--- config.mk ---
export PLATFORM = sky130hd
export DESIGN_NAME = neo_busctl
export DESIGN_NICKNAME = d
export VERILOG_FILES = /design/src/rtl/neo_busctl.sv
export SDC_FILE = /design/constraint.sdc
export NUM_CORES = 1
export LEC_CHECK = 0
export ABC_AREA = 1
export ABC_CLOCK_PERIOD_IN_PS = 3400
export BUFFER_PORTS_ARGS = -buffer_cell sky130_fd_sc_hd__buf_2
export CORE_MARGIN = 2
export CORE_UTILIZATION = 50
export CTS_CLUSTER_SIZE = 30
export DETAILED_ROUTE_END_ITERATION = 10
export PLACE_DENSITY_LB_ADDON = 0.08
export SYNTH_ARGS = -nofsm -noshare
export SYNTH_HDL_FRONTEND = slang
export SYNTH_SLANG_ARGS = --single-unit
--- constraint.sdc ---
create_clock -name CLK -period 3.4 [get_ports CLK]
set_clock_uncertainty 0.2 [all_clocks]
set_input_delay 0.34 -clock CLK [delete_from_list [all_inputs] [get_ports CLK]]
set_output_delay 0.34 -clock CLK [all_outputs]
set_load 0.005 [all_outputs]
--- src/rtl/neo_busctl.sv ---
// 68k bus controller: windowed zone decode, runtime-programmable per-zone wait
// states, external wait stretching and a bus-error watchdog.
module neo_busctl #(
    parameter int                       ZONES     = 4,
    parameter int                       AW        = 7,
    parameter int                       WAIT_W    = 3,
    parameter logic [ZONES*AW-1:0]      ZONE_BASE = '0,
    parameter logic [ZONES*AW-1:0]      ZONE_MASK = '1,
    parameter logic [ZONES*WAIT_W-1:0]  ZONE_WAIT = '0,
    parameter logic [ZONES-1:0]         ZONE_EXTW = '0,
    parameter int                       TIMEOUT   = 64
) (
    input  logic              CLK,
    input  logic              RESET,
    input  logic              CLK_EN_68K_P,
    input  logic [AW-1:0]     M68K_ADDR,
    input  logic              nAS,
    input  logic              RW,
    input  logic              nLDS,
    input  logic              nUDS,
    input  logic [ZONES-1:0]  nEXTWAIT,
    input  logic              CFG_WE,
    input  logic [3:0]        CFG_SEL,
    input  logic [WAIT_W-1:0] CFG_DATA,
    output logic [ZONES-1:0]  nZONE,
    output logic              nDTACK,
    output logic              nBERR,
    output logic [3:0]        ZONE_ID,
    output logic              BUSY
);

    typedef enum logic [2:0] {
        S_IDLE, S_COUNT, S_EXT, S_ACK, S_BERR, S_UNMAP
    } state_t;

    localparam int TW = (TIMEOUT > 0) ? $clog2(TIMEOUT + 1) : 1;
    localparam logic [TW-1:0] TMR_LAST = (TIMEOUT > 0) ? TW'(TIMEOUT - 1) : '0;

    state_t            r_state, w_next;
    logic [WAIT_W-1:0] r_wait [ZONES];
    logic [WAIT_W-1:0] r_cnt, w_cnt_nx, w_wait;
    logic [TW-1:0]     r_tmr, w_tmr_nx;
    logic [3:0]        r_zone, w_hit_zone, w_cur_zone;
    logic              w_hit, w_blk, w_wd, w_load;
    logic              r_ndtack, r_nberr;
    logic [ZONES-1:0]  w_nzone;
    logic              w_unused;

    assign w_unused = RW;

    always_comb begin
        w_hit      = 1'b0;
        w_hit_zone = '0;
        for (int unsigned i = 0; i < ZONES; i++) begin
            if (!w_hit && ((M68K_ADDR ^ ZONE_BASE[i*AW +: AW]) & ZONE_MASK[i*AW +: AW]) == '0) begin
                w_hit      = 1'b1;
                w_hit_zone = 4'(i);
            end
        end
    end

    always_comb begin
        w_nzone = '1;
        for (int unsigned i = 0; i < ZONES; i++) begin
            if (w_hit && w_hit_zone == 4'(i) && !nAS && (!nLDS || !nUDS))
                w_nzone[i] = 1'b0;
        end
    end

    // In IDLE the zone being latched this edge drives wait/blk; afterwards the held one.
    assign w_cur_zone = (r_state == S_IDLE) ? w_hit_zone : r_zone;

    always_comb begin
        w_wait = '0;
        w_blk  = 1'b0;
        for (int unsigned i = 0; i < ZONES; i++) begin
            if (w_cur_zone == 4'(i)) begin
                w_wait = r_wait[i];
                w_blk  = ZONE_EXTW[i] & ~nEXTWAIT[i];
            end
        end
    end

    assign w_wd = (TIMEOUT > 0) && (r_tmr == TMR_LAST);

    always_comb begin
        w_next   = r_state;
        w_cnt_nx = r_cnt;
        w_tmr_nx = r_tmr;
        w_load   = 1'b0;
        case (r_state)
            S_IDLE: begin
                w_tmr_nx = '0;
                if (!nAS) begin
                    if (!w_hit) begin
                        w_next = S_UNMAP;
                    end else begin
                        w_load = 1'b1;
                        if (w_wait == '0) begin
                            w_next = w_blk ? S_EXT : S_ACK;
                        end else begin
                            w_next   = S_COUNT;
                            w_cnt_nx = w_wait - 1'b1;
                        end
                    end
                end
            end
            S_COUNT: begin
                w_tmr_nx = r_tmr + 1'b1;
                if (nAS)                w_next = S_IDLE;
                else if (w_wd)          w_next = S_BERR;
                else if (r_cnt != '0)   w_cnt_nx = r_cnt - 1'b1;
                else                    w_next = w_blk ? S_EXT : S_ACK;
            end
            S_EXT: begin
                w_tmr_nx = r_tmr + 1'b1;
                if (nAS)                w_next = S_IDLE;
                else if (w_wd)          w_next = S_BERR;
                else if (!w_blk)        w_next = S_ACK;
            end
            S_UNMAP: begin
                w_tmr_nx = r_tmr + 1'b1;
                if (nAS)                w_next = S_IDLE;
                else if (w_wd)          w_next = S_BERR;
            end
            S_ACK, S_BERR: begin
                if (nAS)                w_next = S_IDLE;
            end
            default:                    w_next = S_IDLE;
        endcase
    end

    always_ff @(posedge CLK or posedge RESET) begin
        if (RESET) begin
            r_state  <= S_IDLE;
            r_cnt    <= '0;
            r_tmr    <= '0;
            r_zone   <= '0;
            r_ndtack <= 1'b1;
            r_nberr  <= 1'b1;
        end else if (CLK_EN_68K_P) begin
            r_state  <= w_next;
            r_cnt    <= w_cnt_nx;
            r_tmr    <= w_tmr_nx;
            if (w_load)
                r_zone <= w_hit_zone;
            r_ndtack <= (w_next != S_ACK);
            r_nberr  <= (w_next != S_BERR);
        end
    end

    // Config writes are independent of the 68k enable; a same-edge load sees the old count.
    always_ff @(posedge CLK or posedge RESET) begin
        if (RESET) begin
            for (int unsigned i = 0; i < ZONES; i++)
                r_wait[i] <= ZONE_WAIT[i*WAIT_W +: WAIT_W];
        end else if (CFG_WE) begin
            for (int unsigned i = 0; i < ZONES; i++)
                if (CFG_SEL == 4'(i))
                    r_wait[i] <= CFG_DATA;
        end
    end

    assign nZONE   = w_nzone;
    assign nDTACK  = r_ndtack;
    assign nBERR   = r_nberr;
    assign ZONE_ID = r_zone;
    assign BUSY    = (r_state != S_IDLE);

endmodule

## Word-level counts from Yosys, hierarchy flattened

Index checks and enable logic that the tools add are counted.

| storage, ports and cells | value |
|---|---|
| register bits after elaboration | 31 |
| bits in latches | 0 |
| memory bits (writable) | 0 |
| memory bits (read-only) | 0 |
| input port bits | 26 |
| output and inout port bits | 11 |
| word-level logic and storage cells | 116 |
| memories | 0 |

| cells by class | value |
|---|---|
| $add $sub $neg | 3 |
| $mul | 0 |
| divide/modulo/power cells | 0 |
| $lt $le $gt $ge | 0 |
| equality and inequality tests | 23 |
| shift operators | 0 |
| muxes and demuxes | 39 |
| bitwise operators | 0 |
| reduce and logical (&&, ||, !) cells | 41 |

Operators with widths:

| kind | number |
|---|---|
| 2-to-1 mux 3 bit | 20 |
| equality test 4 x 2 -> 1 bit, second input constant | 4 |
| logical AND 1 bit | 15 |
| one-hot mux 3 bit (5 select lines) | 1 |
| one-hot mux 7 bit (2 select lines) | 1 |
| zero test 4 bit | 3 |
| 2-to-1 mux 1 bit | 12 |
| inequality test 2 bit, second input constant | 6 |
| AND reduction 2 bit | 6 |
| equality test 4 x 1 -> 1 bit, second input constant | 2 |
| AND reduction 8 bit | 1 |
| adder 7 x 1 -> 7 bit, second input constant | 1 |
| equality test 7 x 6 -> 1 bit, second input constant | 1 |
| zero test 7 bit | 1 |
| equality test 3 x 2 -> 1 bit, second input constant | 2 |
| equality test 3 bit, second input constant | 2 |
| zero test 1 bit | 6 |
| zero test 3 bit | 2 |
| 2-to-1 mux 2 bit | 3 |
| one-hot mux 3 bit (2 select lines) | 1 |
| nonzero test 3 bit | 2 |
| subtractor 3 x 1 -> 3 bit, second input constant | 2 |
| equality test 2 bit, second input constant | 2 |
| 2-to-1 mux 4 bit | 1 |
| other kinds (8) | 9 |

## Longest topological paths before layout

| depth | value |
|---|---|
| depth in word-level cells | 23 |
| gate-level depth with buffers | 10 |

## Worst setup path after synthesis

OpenSTA, ideal clock, no wires.

| path | value |
|---|---|
| path type | register to register |
| start | register r_state[2] |
| end | register r_cnt[1] |
| setup time | 65 ps |
| arrival | 1391 ps |
| slack | 1744 ps |
| cell stages (with the launch flop) | 8 |
| path through | dfrtp_1 buf_4 nor2_2 nand2_2 o21ai_0 ha_1 nand3b_1 nand2_1 |

| on the way | value |
|---|---|
| word-level cells in the longest chain between the ends | 12 |
| elaborated cells on any way between the ends | 25 |

Ends and longest elaborated chain:

| element | RTL line | text |
|---|---|---|
| from (decl) | 39 | `state_t r_state, w_next;` |
| from (signal assigned) | 142 | `r_state <= w_next;` |
| zero test 3 bit | 71, 91 |  |
| 2-to-1 mux 4 bit | 71 | `assign w_cur_zone = (r_state == S_IDLE) ? w_hit_zone : r_zone;` |
| zero test 4 bit | 77 | `if (w_cur_zone == 4'(i)) begin` |
| 2-to-1 mux 3 bit (4 in a row) | 77 |  |
| subtractor 3 x 1 -> 3 bit | 103 | `w_cnt_nx = w_wait - 1'b1;` |
| 2-to-1 mux 3 bit | 99 | `if (w_wait == '0) begin` |
| 2-to-1 mux 3 bit | 95 | `if (!w_hit) begin` |
| 2-to-1 mux 3 bit | 94 | `if (!nAS) begin` |
| one-hot mux 3 bit (2 select lines) | 91 | `case (r_state)` |
| to (signal assigned) | 143 | `r_cnt <= w_cnt_nx;` |
| to (decl) | 41 | `logic [WAIT_W-1:0] r_cnt, w_cnt_nx, w_wait;` |

Several ways; a longest one is shown, not always the timed one. The select of a mux whose other input is x is not followed.
A chain may end at the register's enable or synchronous reset.

## Worst setup path in the final report

| path | value |
|---|---|
| start | register r_state[1] |
| end | output port BUSY |

| on the way | value |
|---|---|
| word-level cells in the longest chain between the ends | 1 |

Ends and longest elaborated chain:

| element | RTL line | text |
|---|---|---|
| nonzero test 3 bit | 168 | `assign BUSY = (r_state != S_IDLE);` |
| to (decl) | 29 | `output logic BUSY` |

No other way between the ends.

==> results.sh <==
export IMPL_outcome="finished, final reports clean"
export IMPL_period_minus_slack_ps=1850
export IMPL_maxSlewViolCount=0
export IMPL_critPathLaunchType="register"
export IMPL_clk_pin_slew_ps=110
export IMPL_io_buffer_count=24
export IMPL_use_met3_pct=4.00
export IMPL_cts_tree="yes"
export IMPL_grtUsageMet1_pct=26.1
export IMPL_antenna_found_initial=0
export IMPL_clock_path_buffers=2
export IMPL_start_util_pct=53.2
export IMPL_place_inst=218
export IMPL_synthTopCellsByArea="dfrtp_1, nand2_1, nor2_1"
export IMPL_die_h_um=52.5
export IMPL_ys_warn_count=0
export IMPL_crit_top_cell="inv_2"
export IMPL_syn_area_per_cell_sq_um=6.93
export IMPL_power_density_nw_per_um2=633
export IMPL_htree_levels=1
export IMPL_dp_hpwl_um=1940
export IMPL_crit_fanout=6
export IMPL_cts_sinks=18
export IMPL_place_gp_congestion=0.907
export IMPL_core_area_sq_um=2210
export IMPL_synth_seq_area_share_pct=38.5
export IMPL_hold_ws_ps=92.5
export IMPL_crit_path_cell_trace="inv_2 > nand2_2 > nor2_2 > inv_2 > buf_2"
export IMPL_drc=0
export IMPL_grt_ovfl_total=0
export IMPL_finalSetupViolCount=0
export IMPL_clkPwrFrac_pct=16.0
export IMPL_top_usage_layer="met2"
export IMPL_tns_ps=0
export IMPL_cp_arrival_ps=1310
export IMPL_finalHoldViolCount=0
export IMPL_nets=224
export IMPL_rsz0062_at_grt="no"
export IMPL_drive_above_1_share_pct=21.0
export IMPL_crit_slowest_cell="dfrtp_1"
export IMPL_seq_power_share_pct=39.2
export IMPL_power_mw=0.844
export IMPL_p_sw_mw=0.363
export IMPL_end_kind="output port"
export IMPL_finalWirelength_um=2440
export IMPL_first_iter_violations=25
export IMPL_vdd_ir_drop_worst_uv=344
export IMPL_met2_usage_pct=37.9
export IMPL_clk_insertion_delay_late_ps=300
export IMPL_cts_setup_buffers=0
export IMPL_fin_cells=223
export IMPL_synth_area_leader_cell="dfrtp_1"
export IMPL_holdPathStages=3
export IMPL_max_slew_worst_pin_slew_ps=688
export IMPL_grt_pass1_wl_um=4380
export IMPL_grt_max_degree=19
export IMPL_antenna_cells=0
export IMPL_synth_distinct_cells=26
export IMPL_reg2reg_depth=6
export IMPL_synth_top_area_share_pct=34.0
export IMPL_vias=1118
export IMPL_area_growth_pct=13.3
export IMPL_first_pass_iters=4
export IMPL_grt_pass1_vias=1057
export IMPL_critPathKind="register to output port"
export IMPL_hold_buffers=1
export IMPL_maxCapViolations=0
export IMPL_timing_slew_headroom_pct=54.1
export IMPL_p_leak_nw=0.695
export IMPL_fmax_ghz=0.541
export IMPL_hold_class="input port to register"
export IMPL_p_comb_share_pct=44.8
export IMPL_wire_per_inst_um=10.9
export IMPL_ant_nets=0
export IMPL_vias_per_cell=5.01
export IMPL_post_route_util_pct=60.3
export IMPL_syn_instance_count=170
export IMPL_post_route_period_util_pct=54.3
export IMPL_grt_total_usage_pct=20.9
export IMPL_cp_data_required_time_ps=2860
export IMPL_synth_area_sq_um=1180
export IMPL_cts_buffers=3
export IMPL_internal_power_mw=0.482
export IMPL_swShare_pct=42.9
export IMPL_root_buffer="clkbuf_4"
export IMPL_cts_resized=0
export IMPL_ios=37
export IMPL_synth_seq_cells=18
export IMPL_rows=17
export IMPL_die_area_sq_um=2760
export IMPL_cpPeakStageDelay_ps=470
export IMPL_die_width_um=52.5
-- registers in the layout (all words and copies together) (netlist names) --
| signal | cells |
|---|---|
| r_tmr | 7 |
| r_cnt | 3 |
| r_state | 3 |
| r_wait | 3 |
| nBERR | 1 |
| nDTACK | 1 |
-- power groups by stage --
stage          Clock, mW  Sequential, mW  Combinational (mW)
6_report           0.135           0.331               0.378
5_1_grt            0.145           0.341               0.444
4_1_cts            0.140           0.332               0.381
3_5_place_dp           0           0.335               0.379
3_3_place_gp           0           0.332               0.368
2_1_floorplan          0           0.313               0.313
-- worst max-delay path: cells and delay by family, from the launching register on --
| kind | cells | cell delay, ps |
|---|---|---|
| flip-flops | 1 | 470 |
| buffers and inverters | 3 | 310 |
| AND/OR/NAND/NOR | 2 | 230 |
-- synth_stat cells --
cell type / count
inv_2: 3
nand4_1: 1
nor4_1: 1
o21a_1: 1
nand3b_1: 1
clkbuf_1: 1
a21oi_1: 7
nor2_2: 4
dfstp_2: 2
buf_4: 8
xor2_1: 1
nor3_4: 1
o21ai_2: 1
conb_1: 2
nand2_2: 2
o22ai_1: 1
nand2_1: 44
inv_1: 18
nand3_1: 13
o21ai_1: 4
nor2_1: 20
ha_1: 2
dfrtp_1: 16
nor3_1: 4
o21ai_0: 11
xnor2_1: 1
-- final timing paths --
check / slack [ps] / from / endpoint
max in group asynchronous: 2080 / RESET / r_tmr[6]
min in group asynchronous: 480 / RESET / r_state[1]
setup reg to reg: 1570 / r_state[2] / r_cnt[1]
setup / recovery: 1550 / r_state[1] / BUSY
hold / removal: 90 / CFG_DATA[1] / r_wait[10]
hold reg to reg: 300 / r_cnt[0] / r_cnt[0]
-- area by class of cell --
| cell class | instances | area (sq um) |
|---|---|---|
| inverters | 21 | 78.8 |
| multi-input cells | 127 | 601 |
| well taps | 28 | 35.0 |
| fillers | 220 | 878 |
| repair buffers | 25 | 130 |
| clock buffers | 4 | 36.3 |
| flip-flops and latches | 18 | 453 |
-- cells in the final DEF, fill, tap and decap left out, types with 2 or more instances in the layout --
cell type and n:
nand2_1 44, nor3_1 4, nand3_1 13, o21ai_1 4
dfrtp_1 16, a21oi_1 7, dfstp_2 2, conb_1 7
buf_2 24, ha_1 2, inv_2 3, o21ai_0 11
nand2_2 2, inv_1 18, clkbuf_4 3, nor2_2 4
nor2_1 20
-- routing by layer --
layer,up-vias,share of wire (%)
met5,-,0
met4,0,0.62
met3,4,4.7
met2,30,49
met1,508,45
li1,576,-
-- through the flow --
stage | setup WS [ps] | instance area (sq um)
2_1_floorplan | 1740 | 1200
3_3_place_gp | 1640 | 1290
3_5_place_dp | 1620 | 1290
4_1_cts | 1540 | 1330
5_1_grt | 1460 | 1330
6_report | 1550 | 1330
-- logic make-up after synthesis --
kind of cell / after synthesis / synth area share (%)
and+or+nand+nor: 91 / 33.9
AOI/OAI and AO/OA: 25 / 11.3
xor gates and xnor gates: 2 / 1.49
buffers and inverters: 30 / 12.1
other: 2 / 0.638
adders and majority gates: 2 / 2.13
DFF: 18 / 38.5
(Power assumes the default switching activity.)
